## src/rtl/alu_cmd_issuer.sv

```systemverilog
// Command issuer for the add/subtract ALU: buffers commands in a FIFO, drives the ALU,
// waits a settle time, then offers the captured result/carry over valid/ready.
module alu_cmd_issuer #(
    parameter int unsigned WIDTH  = 4,
    parameter int unsigned DEPTH  = 2,
    parameter int unsigned SETTLE = 1
) (
    input  logic             clk_i,
    input  logic             rst_i,
    input  logic             cmd_valid_i,
    output logic             cmd_ready_o,
    input  logic [WIDTH-1:0] cmd_a_i,
    input  logic [WIDTH-1:0] cmd_b_i,
    input  logic             cmd_add_i,
    output logic [WIDTH-1:0] alu_a_o,
    output logic [WIDTH-1:0] alu_b_o,
    output logic             alu_s_o,
    input  logic [WIDTH-1:0] alu_q_i,
    input  logic             alu_c_i,
    output logic             rsp_valid_o,
    input  logic             rsp_ready_i,
    output logic [WIDTH-1:0] rsp_q_o,
    output logic             rsp_c_o,
    output logic             busy_o
);
    localparam int unsigned PtrW = (DEPTH > 1) ? $clog2(DEPTH) : 1;
    localparam int unsigned CntW = PtrW + 1;
    localparam int unsigned EntW = 2 * WIDTH + 1;

    typedef enum logic [1:0] {
        StIdle,
        StDrive,
        StResp
    } state_e;

    logic [EntW-1:0] mem_q [DEPTH];
    logic [PtrW-1:0] wr_ptr_q, rd_ptr_q;
    logic [CntW-1:0] count_q, count_d;
    logic            full, empty, push, pop;
    logic [EntW-1:0] head;

    state_e          state_q, state_d;
    logic [2:0]      settle_q, settle_d;
    logic            load, capture;

    logic [WIDTH-1:0] alu_a_q, alu_b_q, rsp_q_q;
    logic             alu_s_q, rsp_c_q, rsp_valid_q, rsp_valid_d;

    assign full        = (count_q == CntW'(DEPTH));
    assign empty       = (count_q == '0);
    // Ready depends only on occupancy (and reset), never on the FSM.
    assign cmd_ready_o = !full && !rst_i;
    assign push        = cmd_valid_i && cmd_ready_o;
    assign head        = mem_q[rd_ptr_q];

    always_ff @(posedge clk_i) begin
        if (push) begin
            mem_q[wr_ptr_q] <= {cmd_a_i, cmd_b_i, cmd_add_i};
        end
    end

    always_ff @(posedge clk_i) begin
        if (rst_i) begin
            wr_ptr_q <= '0;
            rd_ptr_q <= '0;
            count_q  <= '0;
        end else begin
            if (push) begin
                wr_ptr_q <= wr_ptr_q + PtrW'(1);
            end
            if (pop) begin
                rd_ptr_q <= rd_ptr_q + PtrW'(1);
            end
            count_q <= count_d;
        end
    end

    always_comb begin
        count_d = count_q;
        unique case ({push, pop})
            2'b10:   count_d = count_q + CntW'(1);
            2'b01:   count_d = count_q - CntW'(1);
            default: count_d = count_q;
        endcase
    end

    always_comb begin
        state_d     = state_q;
        settle_d    = settle_q;
        rsp_valid_d = rsp_valid_q;
        pop         = 1'b0;
        load        = 1'b0;
        capture     = 1'b0;
        unique case (state_q)
            StIdle: begin
                if (!empty) begin
                    pop     = 1'b1;
                    load    = 1'b1;
                    state_d = StDrive;
                end
            end
            StDrive: begin
                if (settle_q == 3'd1) begin
                    capture     = 1'b1;
                    rsp_valid_d = 1'b1;
                    settle_d    = 3'd0;
                    state_d     = StResp;
                end else begin
                    settle_d = settle_q - 3'd1;
                end
            end
            StResp: begin
                if (rsp_ready_i) begin
                    rsp_valid_d = 1'b0;
                    // Back-to-back issue: skip IDLE when work is already queued.
                    if (!empty) begin
                        pop     = 1'b1;
                        load    = 1'b1;
                        state_d = StDrive;
                    end else begin
                        state_d = StIdle;
                    end
                end
            end
            default: state_d = StIdle;
        endcase
        if (load) begin
            settle_d = 3'(SETTLE);
        end
    end

    always_ff @(posedge clk_i) begin
        if (rst_i) begin
            state_q     <= StIdle;
            settle_q    <= 3'd0;
            alu_a_q     <= '0;
            alu_b_q     <= '0;
            alu_s_q     <= 1'b0;
            rsp_valid_q <= 1'b0;
            rsp_q_q     <= '0;
            rsp_c_q     <= 1'b0;
        end else begin
            state_q     <= state_d;
            settle_q    <= settle_d;
            rsp_valid_q <= rsp_valid_d;
            if (load) begin
                alu_a_q <= head[EntW-1 -: WIDTH];
                alu_b_q <= head[WIDTH -: WIDTH];
                alu_s_q <= head[0];
            end
            if (capture) begin
                rsp_q_q <= alu_q_i;
                rsp_c_q <= alu_c_i;
            end
        end
    end

    assign alu_a_o     = alu_a_q;
    assign alu_b_o     = alu_b_q;
    assign alu_s_o     = alu_s_q;
    assign rsp_valid_o = rsp_valid_q;
    assign rsp_q_o     = rsp_q_q;
    assign rsp_c_o     = rsp_c_q;
    assign busy_o      = (state_q != StIdle) || !empty;

endmodule
```

## config.mk

```make
export PLATFORM = sky130hd
export DESIGN_NAME = alu_cmd_issuer
export DESIGN_NICKNAME = d
export VERILOG_FILES = /design/src/rtl/alu_cmd_issuer.sv
export SDC_FILE = /design/constraint.sdc
export NUM_CORES = 1
export LEC_CHECK = 0
export BUFFER_PORTS_ARGS = -buffer_cell sky130_fd_sc_hd__buf_2
export CAP_MARGIN = 20
export CORE_ASPECT_RATIO = 0.8
export CORE_MARGIN = 1.5
export CORE_UTILIZATION = 45
export CTS_BUF_LIST = sky130_fd_sc_hd__clkbuf_2 sky130_fd_sc_hd__clkbuf_4 sky130_fd_sc_hd__clkbuf_8
export DETAILED_ROUTE_END_ITERATION = 10
export GPL_TIMING_DRIVEN = 0
export HOLD_SLACK_MARGIN = 0.1
export PLACE_DENSITY_LB_ADDON = 0.08
export SLEW_MARGIN = 40
export SYNTH_ARGS = -nofsm -noshare
export SYNTH_HDL_FRONTEND = slang
export SYNTH_SLANG_ARGS = --single-unit
export TNS_END_PERCENT = 10
```

## constraint.sdc

```tcl
create_clock -name clk_i -period 3.4 [get_ports clk_i]
set_clock_uncertainty 0.15 [all_clocks]
set_input_delay 0.68 -clock clk_i [delete_from_list [all_inputs] [get_ports clk_i]]
set_output_delay 0.68 -clock clk_i [all_outputs]
set_load 0.005 [all_outputs]
```

Yosys cells after proc, flatten, opt, wreduce, memory -nomap -nowiden
Memory sizes are Yosys's and may differ from the RTL's. A register that Yosys moved wholly into a read port is not among the register bits.
Index checks and enable logic that the tools add are counted.
Cells by class
  reduce and logical (&&, ||, !) cells: 15
  $add $sub $neg: 5
  eq/ne operators: 9
  multiplexer cells: 19
Operator list (count)
  1-bit two-way mux: 11
  2-bit nonzero test: 4
  2-bit == test, second input constant: 3
  2-bit two-way mux: 3
  2-bit inequality test, second input constant: 3
  2-bit case mux with 3 select lines: 1
  3-bit AND reduction: 2
  2-bit by 1-bit == test with 1-bit output, second input constant: 2
  2-bit zero test: 2
  1-bit case mux with 2 select lines: 2
  2-bit case mux with 2 select lines: 1
  3-bit by 1-bit == test with 1-bit output, second input constant: 1
  1-bit zero test: 3
  3-bit two-way mux: 1
  3-bit by 1-bit subtractor with 3-bit output, second input constant: 1
  1-bit adder, second input constant: 2
  2-bit by 1-bit adder with 2-bit output, second input constant: 1
  1-bit logical AND: 2
  2-bit OR reduction: 1
  2-bit by 1-bit subtractor with 2-bit output, second input constant: 1
  1-bit logical OR: 1
Storage, ports and cells
  output and inout bits: 17
  bits in writable memories: 18
  register bits: 15
  input bits: 18
  memories: 1
Memory list
  mem_q: depth 2, bits a word 9, rd ports 1, clocked after memory_dff 1, write ports 1, RTL line 36  | logic [EntW-1:0] mem_q [DEPTH];

Logic depth before layout (Yosys ltp)
  word-level depth: 6
  depth in mapped cells: 7
  gate-level depth less buffers: 7

Worst setup path after synthesis
No wires, ideal clock.
  kind: input -> register
  from: input rst_i
  to: memory mem_q[0][0] (netlist name), enable pin
  slack: 943 ps
  stages on the path: 2
  setup time: 401 ps
  arrival: 1906 ps
  path buffers: 1
  data required time: 2849 ps
  cells stage by stage: clkbuf_1 nor4_1
On the way
  cells in the longest elaborated chain, start to end: 5
RTL lines
  start, declared: RTL line 9  | input logic rst_i,
  1-bit zero test: RTL line 52  | assign cmd_ready_o = !full && !rst_i;
  1-bit logical AND: RTL line 52
  1-bit logical AND: RTL line 53  | assign push = cmd_valid_i && cmd_ready_o;
  1-bit two-way mux: RTL line 57  | if (push) begin
  1-bit two-way mux (implied by the code): RTL line 58  | mem_q[wr_ptr_q] <= {cmd_a_i, cmd_b_i, cmd_add_i};
  end, declared: RTL line 36
No other way between the ends.

Worst setup path in the final report
  from: register count_q[0]
  to: output busy_o
On the way
  cells in the longest elaborated chain, start to end: 3
RTL lines
  start, declared: RTL line 38  | logic [CntW-1:0] count_q, count_d;
  start signal, assigned: RTL line 74  | count_q <= count_d;
  2-bit zero test: RTL line 50  | assign empty = (count_q == '0);
  1-bit zero test: RTL line 164  | assign busy_o = (state_q != StIdle) || !empty;
  1-bit logical OR: RTL line 164
  end, declared: RTL line 24  | output logic busy_o
No other way between the ends.

==> results by group <==
Clock tree
  – Clock-pin transition on the worst setup and hold timing paths: ~80 ps
  – Clk_lat worst skew: just under 300 ps
  – CTS tree: yes
  – Post-cts sizing count: 0
  – CTS Buffer Depth: 2
  – Sink Count: 42
  – Postcts setup bufs: 0
  – CTS Hold Bufs: 0
  – H-tree depth: 2
  – TritonCTS buffer count: 5
  – Clk root buf: clkbuf_8

Final layout
  – Share of cells above drive strength 1: 0.300
  – Nets: 210
  – Synth-to-Final Area Change: 18.4%
  – Layout fillers: 324
  – Multi-input logic area: roughly 590 um^2
  – Ant. Diodes: 0
  – FF/Latch Area: between 1000 and 1500 um^2

Placed design
  – I/O Buffers: 33
  – Global placement routability congestion: between 0.7 and 0.8
  – Post-DP HPWL: about 2300 um

Worst setup path
  – Critical Path Fanout Max: 10
  – CP top delay family: buffers and inverters
  – CP Cell Sequence: nor2_1 > clkbuf_1 > nand2_1 > buf_2
  – CP max stage delay: roughly 360 ps
  – CP Data Required Time: ~2600 ps
  – CP endpoint kind: output port
  – Data arrival time of the worst path: 1470 ps
  – CP Class: register to output port
  – Startpoint Class: register
  – Reg-to-reg slack, setup: about 1300 ps
  – Crit-path slowest cell: clkbuf_1
  – Buffers and inverters on the worst path: 2

Synth
  – Cell area after synthesis: around 1700 um^2
  – FFs w/ async S/R, synth: 0
  – Synth Instances: about 150
  – Share of the synthesized area in the top cell type: 0.317
  – Top post-synthesis cells by count: dfxtp_1, edfxtp_1, inv_1
  – Post-Syn Area per Cell: around 12 um^2
  – Netlist cell types: 29
  – Synth Register Bits: 42
  – Synth area leader: edfxtp_1
  – Area contributors post-synth: edfxtp_1, dfxtp_1, mux2_2, a211oi_1, nor4_1
  – Post-synth top flop: dfxtp_1
  – Warnings, synthesis: 0
  – Synth Net Count: 169
  – Sequential fraction of the synthesis area: 0.599
  – Post-synth EDFFs: 18
  – Count leader, synth: dfxtp_1

STA
  – Worst slew margin: 0.583
  – Final Setup Violations: 0
  – Pins Over Slew Limit: 0
  – Fin crit period: between 2000 and 2500 ps
  – Unrepaired setup endpoints after global routing: no
  – Worst slew pin tran: between 600 and 700 ps
  – F_max: between 400 and 500 MHz
  – Fin. Hold Viols: 0
  – Sum Neg Setup Slack: 0 ps
  – Final worst path period share: 0.675
  – Final hold slack: 308 ps

Detailed routing
  – DRC: 0
  – 1st-iter DRT viols: 65
  – DR WL/cell: between 10 and 15 um
  – Routed Antenna Nets: 0
  – Vias/cell: about 5
  – DR pass1 iterations: 6
  – Total number of vias: between 1000 and 1500
  – Final wirelength: approximately 3200 um

Global routing
  – Vias in the first global route: approximately 1100
  – Largest net degree at the start of global routing: 13
  – Global-route wire length before repair: approximately 5200 um
  – Grt ovf: 0
  – GRT Total Usage: 0.171
  – Initial antenna violation count: 0

Die
  – Core Area: 3520 um^2
  – I/O pin total: 35
  – Die Y: between 50 and 60 um
  – Die ar.: 4170 um^2
  – Initial Utilization: 0.484
  – Rows: 19
  – Chip Width: a little over 70 um

Min path
  – Hold Crit Class: register to register

Status
  – Status: finished, final reports clean

Power
  – Leakage: slightly above 0.0008 uW
  – Pwr/cell area: between 700 and 800 nW/um^2
  – Peak VDD IR: between 0.0003 and 0.0004 V

Flow run
  – Number of max-cap violations: 0
[worst min-delay path: cells and delay by family, from the launching register on]
family / cells / cell delay [ps]
compound gates: 1 / 50
buf+inv: 1 / 50
flops: 1 / 310
[layout by cell type, fill, tap and decap left out, types with 3 or more instances in the layout]
| master | Yosys | routed |
|---|---|---|
| buf_2 | 3 | 37 |
| nand2_1 | 5 | 5 |
| nand3b_1 | 3 | 3 |
| mux2_2 | 10 | 10 |
| edfxtp_1 | 18 | 18 |
| ha_1 | 3 | 3 |
| nand2b_1 | 3 | 3 |
| nor2b_1 | 4 | 4 |
| inv_1 | 15 | 15 |
| a211oi_1 | 10 | 10 |
| mux2i_1 | 6 | 6 |
| clkbuf_8 | 0 | 5 |
| clkbuf_1 | 4 | 4 |
| nor4_1 | 10 | 9 |
| a21oi_1 | 4 | 4 |
| nor2_1 | 13 | 13 |
| dfxtp_1 | 24 | 24 |
[layout make-up]
| type | count | area share |
|---|---|---|
| clock buffer | 6 | 0.0378 |
| inverter | 15 | 0.0279 |
| multi-input combinational | 82 | 0.291 |
| tap | 42 | 0.0260 |
| buffer | 9 | 0.0223 |
| timing repair buffer | 34 | 0.0843 |
| sequential | 42 | 0.506 |
| clock inverter | 2 | 0.00434 |
[logic make-up after synthesis]
group	Yosys count	share of synthesized area
adders and majority gates	3	0.0220
and+or+nand+nor	44	0.141
DFF	42	0.599
xor gates and xnor gates	2	0.0103
muxes	16	0.101
AOI/OAI and AO/OA	17	0.0668
buffers and inverters	24	0.0595
[final timing paths]
check,endpoint,cells after the start,from
worst max-delay path,busy_o,4,count_q[0]
worst min-delay path,alu_a_o[3],2,alu_a_o[3]
worst max register to register,count_q[1],6,count_q[0]
worst min register to register,alu_a_o[3],2,alu_a_o[3]
[layer usage]
| metal | routed length (um) | GRT usage | up-vias |
|---|---|---|---|
| li1 | - | - | 603 |
| met1 | 1570 | 0.216 | 550 |
| met2 | 1430 | 0.258 | 22 |
| met3 | 141 | 0.0591 | 7 |
| met4 | 67 | 0.0916 | 0 |
| met5 | 0 | 0 | - |
[where the power goes]
part / leakage [uW] / internal [uW] / switching [uW]
clock: 0.0000460 / 149 / 166
combinational: 0.000401 / 274 / 307
sequential: 0.000362 / 628 / 57.7
[through the flow]
step           worst slack, ps  total power [uW]  cells  cell area [um^2]  utilization
2_1_floorplan              943              1110    148              1700            -
3_3_place_gp               371              1250    223              1920        0.546
3_5_place_dp              1030              1280    224              1930        0.549
4_1_cts                   1120              1590    232              2020        0.574
5_1_grt                   1030              1690    232              2020        0.574
6_report                  1100              1580    232              2020        0.574
[registers in the layout (all words and copies together) (netlist names), 2 cells and up]
name and count:
alu_b_o 4, mem_q 18, alu_a_o 4, rsp_q_o 4, state_q 2, settle_q 3, count_q 2
Power figures use the tool's default switching activity.
